[config.mk]
export PLATFORM = sky130hd
export DESIGN_NAME = imem_responder
export DESIGN_NICKNAME = d
export VERILOG_FILES = /design/src/rtl/imem_responder.sv
export SDC_FILE = /design/constraint.sdc
export NUM_CORES = 2
export LEC_CHECK = 0
export CAP_MARGIN = 5
export CELL_PAD_IN_SITES_DETAIL_PLACEMENT = 1
export CELL_PAD_IN_SITES_GLOBAL_PLACEMENT = 1
export CORE_ASPECT_RATIO = 1.25
export CORE_MARGIN = 10
export CORE_UTILIZATION = 30
export CTS_CLUSTER_DIAMETER = 50
export DETAILED_ROUTE_END_ITERATION = 7
export PLACE_DENSITY_LB_ADDON = 0.1
export SLEW_MARGIN = 20
export SYNTH_ARGS = -nofsm -noshare
export SYNTH_HDL_FRONTEND = slang
export SYNTH_SLANG_ARGS = --single-unit
export TNS_END_PERCENT = 1
[constraint.sdc]
create_clock -name clk -period 3.4 [get_ports clk]
set_clock_uncertainty 0.05 [all_clocks]
set_input_delay 0.68 -clock clk [delete_from_list [all_inputs] [get_ports clk]]
set_output_delay 0.68 -clock clk [all_outputs]
set_load 0.1 [all_outputs]
[src/rtl/imem_responder.sv]
// rtl/imem_responder.sv - fixed-latency instruction memory responder with preload write port
// Serves one fetch read per LATENCY cycles; writes and new reads are accepted only when not stalled.
module imem_responder #(
  parameter int N          = 16,
  parameter int DEPTH_LOG2 = 8,
  parameter int LATENCY    = 3
) (
  input  logic         clk,
  input  logic         rst,
  input  logic         rd,
  input  logic         wr,
  input  logic [N-1:0] addr,
  input  logic [N-1:0] data_in,
  output logic [N-1:0] data_out,
  output logic         done,
  output logic         stall,
  output logic         err
);

  typedef enum logic [1:0] {
    IDLE = 2'd0,
    BUSY = 2'd1,
    RESP = 2'd2
  } state_t;

  localparam logic [3:0] CNT_INIT = (LATENCY > 1) ? 4'(LATENCY - 2) : 4'd0;

  state_t                state, state_nxt;
  logic [3:0]            cnt, cnt_nxt;
  logic [DEPTH_LOG2-1:0] idx, idx_nxt;
  logic [N-1:0]          dout_nxt;
  logic                  err_nxt;
  logic                  mem_we;
  logic [N-1:0]          mem [2**DEPTH_LOG2];

  logic [DEPTH_LOG2-1:0] addr_idx;
  logic                  unused_addr;

  // Upper address bits alias; they are deliberately dropped.
  assign addr_idx    = addr[DEPTH_LOG2:1];
  assign unused_addr = ^addr[N-1:DEPTH_LOG2+1];

  assign stall = (state == BUSY);
  assign done  = (state == RESP);

  always_comb begin
    state_nxt = state;
    cnt_nxt   = cnt;
    idx_nxt   = idx;
    dout_nxt  = data_out;
    err_nxt   = 1'b0;
    mem_we    = 1'b0;
    case (state)
      BUSY: begin
        if (cnt == 4'd0) begin
          state_nxt = RESP;
          dout_nxt  = mem[idx];
        end else begin
          cnt_nxt = cnt - 4'd1;
        end
      end
      default: begin
        // IDLE and RESP accept requests identically, allowing back-to-back reads.
        state_nxt = IDLE;
        if (rd || wr) begin
          if ((rd && wr) || addr[0]) begin
            err_nxt = 1'b1;
          end else if (wr) begin
            mem_we = 1'b1;
          end else begin
            idx_nxt = addr_idx;
            if (LATENCY == 1) begin
              state_nxt = RESP;
              dout_nxt  = mem[addr_idx];
            end else begin
              state_nxt = BUSY;
              cnt_nxt   = CNT_INIT;
            end
          end
        end
      end
    endcase
  end

  always_ff @(posedge clk or negedge rst) begin
    if (!rst) begin
      state    <= IDLE;
      cnt      <= 4'd0;
      idx      <= '0;
      data_out <= '0;
      err      <= 1'b0;
    end else begin
      state    <= state_nxt;
      cnt      <= cnt_nxt;
      idx      <= idx_nxt;
      data_out <= dout_nxt;
      err      <= err_nxt;
    end
  end

  // Array contents survive reset and are undefined until preloaded.
  always_ff @(posedge clk) begin
    if (mem_we) begin
      mem[addr_idx] <= data_in;
    end
  end

endmodule

# Word-level counts from Yosys, hierarchy flattened
# Memory sizes are Yosys's and may differ from the RTL's. A register that Yosys moved wholly into a read port is not among the register bits.
# Index checks and enable logic that the tools add are counted.
# totals
register_bits,15
ram_bits,4096
mem_count,1
# mem_list
memory,depth,word_bits,rd,rd_ports_with_merged_regs,write_ports,line,source
mem,256,16,1,1,1,34,logic [N-1:0] mem [2**DEPTH_LOG2];
# op_classes
addsub,1
eq_ne,6
mux,19
n_bitwise,3
reduce_logical,9
# ops
operator,count
$mux W4,5
$mux W1,12
$reduce_and A4 Y1,2
$logic_not A4 Y1,1
$mux W2,2
$ne A2 B1 Y1 const B,2
$ne A2 B2 Y1 const B,2
$sub A4 B1 Y4 const B,1
$not A1 Y1,3
$eq A2 B1 Y1 const B,1
$eq A2 B2 Y1 const B,1
$logic_or A1 B1 Y1,2
$reduce_and A2 Y1,1
$reduce_bool A2 Y1,1
$logic_and A1 B1 Y1,1
$logic_not A1 Y1,1

# Longest topological paths before layout
# logic_depth
word_depth,7
ltp_mapped,13
depth_no_buf,10

# Worst setup path after synthesis
# Ideal clock, no wire load.
# synth_path
kind,register to register
start,reg state[0]
end,"mem mem[220][0], enable pin"
arrival_ns,3.422
required_ns,2.962
slack_ns,-0.460
path_stages_with_launch,8
path_buffers,1
synth_period_minus_slack_ns,3.860
path_cell_list,dfrtp_1 > nand2b_1 > clkinv_1 > nor4b_1 > nor3b_1 > nand3_1 > clkbuf_1 > nor2_1
# synth_via
elab_chain_cells,4
# synth_rtl
item,line,source
"start, declared",28,"state_t state, state_nxt;"
"start signal, assigned",93,state <= state_nxt;
$eq A2 B1 Y1,-,
via stall,16,"output logic stall,"
$mux W1,53,case (state)
$mux W1,103,if (mem_we) begin
$mux W1 (implied by the code),104,mem[addr_idx] <= data_in;
"end, declared",34,
# The timed path passes the listed nets, and every way through them passes these cells.

==> impl_metrics.json <==
{
  "ys_seq_elements": 4127,
  "critPathKind": "reg2reg",
  "drtIter0Drc": 7372,
  "drc": 0,
  "hpwl_mm": 359.4,
  "clk_latency_ps": 1030,
  "antenna_found_initial": 44,
  "io_pins": 55,
  "finalSetupViolations": 0,
  "syn_inst": 7579,
  "synth_edf_count": 4096,
  "hold_violations": 0,
  "grt_max_degree": 106,
  "rsz0062_at_grt": "yes",
  "cts.sinks": 4127,
  "cap_violations": 0,
  "cts_tree": "built",
  "worstPathMaxFanout": 13,
  "cp-start-kind": "flop",
  "core_area_um2": 530100,
  "seqCellArea_um2": 123800,
  "ctsHtreeMaxLevel": 5,
  "via_count": 82854,
  "grt_pass1_wl_mm": 759.7,
  "first_global_vias": 88723,
  "ys_async_sr_fraction_pct": 0.7512,
  "cts.path.max_buffers": 4,
  "r2r_slack_ps": 2,
  "status": "finished, final reports clean",
  "ant_nets": 0,
  "hold_slack_ps": 90.90,
  "rows": 299,
  "avgViaCountPerCell": 5.068,
  "drive_above_1_share_pct": 33.29,
  "min_path_type": "in2reg",
  "firstDrtPassIters": 7,
  "final_nets": 8909,
  "r2r_end": "data_out[14]",
  "die_height_um": 835.1,
  "setup_slack_ps": 1.569,
  "dieArea_um2": 561300,
  "clk_pin_slew_ps": 60,
  "io_buffer_count": 47,
  "cp-end-kind": "flop",
  "final_cell_count_no_fill": 16349,
  "power_density_nw_per_um2": 806.1,
  "cts_made_buffers": 471,
  "grt_overflow_total": 0,
  "start_util_pct": 30.08,
  "layout_commonest_cell": "edfxtp_1",
  "ys.flop_type": "edfxtp_1",
  "seq_area_frac_synth_pct": 77.62,
  "final_cell_mix": "edfxtp_1 (4096), buf_4 (732), mux4_2 (723)",
  "max-vdd-ir-drop_mv": 0.4735,
  "hold_path_end": "mem[131][4]",
  "wl_per_cell_um": 34.08,
  "tightest_slew_ps": 1107,
  "synth_cell_types": 72,
  "dp.cells": 15388,
  "fmax_mhz": 294.3,
  "r2r_start": "idx[0]",
  "worstPathArrival_ps": 4260,
  "grt_usage_pct": 19.27,
  "multi_input_area_um2": 34250,
  "place_ws_ps": -1005,
  "synthToLayoutAreaGrowth_pct": 24.58,
  "avgSynthCellArea_um2": 21.04,
  "post-route-period-util_pct": 99.95,
  "cp.required_ps": 4260,
  "die_x_um": 672.1,
  "cts_root_buf": "clkbuf_16",
  "reg2regPathDepth": 13,
  "wl_mm": 557.3,
  "maxSlewHeadroom_pct": 26.22,
  "fill_cells": 50869,
  "place_congestion": 0.7745,
  "synth_area_um2": 159500,
  "p_leak_nw": 63.99,
  "hold_depth": 1,
  "hp-start": "data_in[4]",
  "synth_nets": 7616,
  "ys_warn_count": 0,
  "drv_slew": 0,
  "fin_crit_ps": 3398
}
==> registers in the layout, indices dropped and copies added, names as in the netlist <==
register and flops:
state 2, idx 8, cnt 4, err 1
mem 4096, data_out 16
==> worst max path at each step <==
| stage | from | to | slack [ps] |
|---|---|---|---|
| 2_1_floorplan | state[0] | mem[76][0] | 140 |
| 3_5_place_dp | idx[0] | data_out[12] | -1000 |
| 5_1_grt | idx[0] | data_out[5] | -100 |
| 3_3_place_gp | idx[0] | data_out[9] | -1500 |
| 6_report | idx[0] | data_out[14] | 2 |
| 4_1_cts | idx[0] | data_out[12] | -50 |
==> kinds of logic after synthesis <==
family	synth area share, %
flops	77.62
mux	14.70
compound gates	3.712
simple gates	2.000
buf+inv	1.953
xor+xnor	0.01099
fa+ha+maj	0.007845
==> per-layer routing <==
layer / track usage (%) / vias up / routed length, µm
li1: - / 34510 / -
met1: 25.47 / 45981 / 238800
met2: 34.04 / 1740 / 284300
met3: 2.100 / 615 / 20460
met4: 4.512 / 8 / 13680
met5: 0 / - / 51
==> area by class of cell <==
cell class	instances	area share (%)
antenna	6	0.007558
clock buffer	556	6.188
clock inverter	315	1.744
inverter	6	0.01638
multi-input combinational	2999	17.24
sequential	4127	62.31
tap	7073	4.455
timing repair buffer	1267	8.040
==> where the power goes <==
| part | switching, mW | internal, mW | total, mW |
|---|---|---|---|
| clock network | 21.5 | 30.4 | 52.0 |
| registers | 0.331 | 56.1 | 56.4 |
| logic | 30.0 | 21.8 | 51.7 |
| total | 51.8 | 108 | 160 |
==> repair_timing <==
action                                  in CTS  in global routing
setup buffers                               24                 33
resized for setup                          151                148
gates cloned                                13                  8
endpoints found under the setup margin      16                 16
hold endpoints to repair                   107                  0
pin swaps                                    7                 31
hold buffers                                 8                  0
==> critical path: stages, from the launching register on <==
cell	delay [ps]
dfrtp_4	420
buf_4	120
buf_12	170
buf_16	230
buf_16	200
mux4_2	570
and2_1	230
a211oi_2	290
a21oi_1	170
o2111ai_2	120
buf_4	200
nor4_1	60
buf_4	150
a211o_1	220
==> synth_stat cells (all sizes together) (41+ instances only) <==
master	instances	area (µm²)
edfxtp	4096	123000
o22ai	196	1226
o221ai	129	1136
o21ai	109	545.5
nor2	325	1220
a22oi	58	435.4
clkbuf	141	536.8
mux4	730	16470
a21oi	115	575.6
mux2i	678	6787
nand3	41	210.2
a2111oi	53	490.5
buf	305	2542
nand2	195	732.0
a211oi	85	638.1
nor3	44	220.2
==> stage by stage <==
step | utilization [%] | setup TNS (ps) | power [mW] | cell area [µm²]
floorplan | - | 0 | 82.98 | 159600
finish | 37.48 | 0 | 160.1 | 198700
global placement | 33.98 | -11110 | 106.2 | 180100
global route | 37.47 | -301.9 | 165.9 | 198600
detailed placement | 33.99 | -9163 | 106.4 | 180200
CTS | 37.23 | -229.4 | 160.8 | 197400
(Power assumes the default switching activity.)
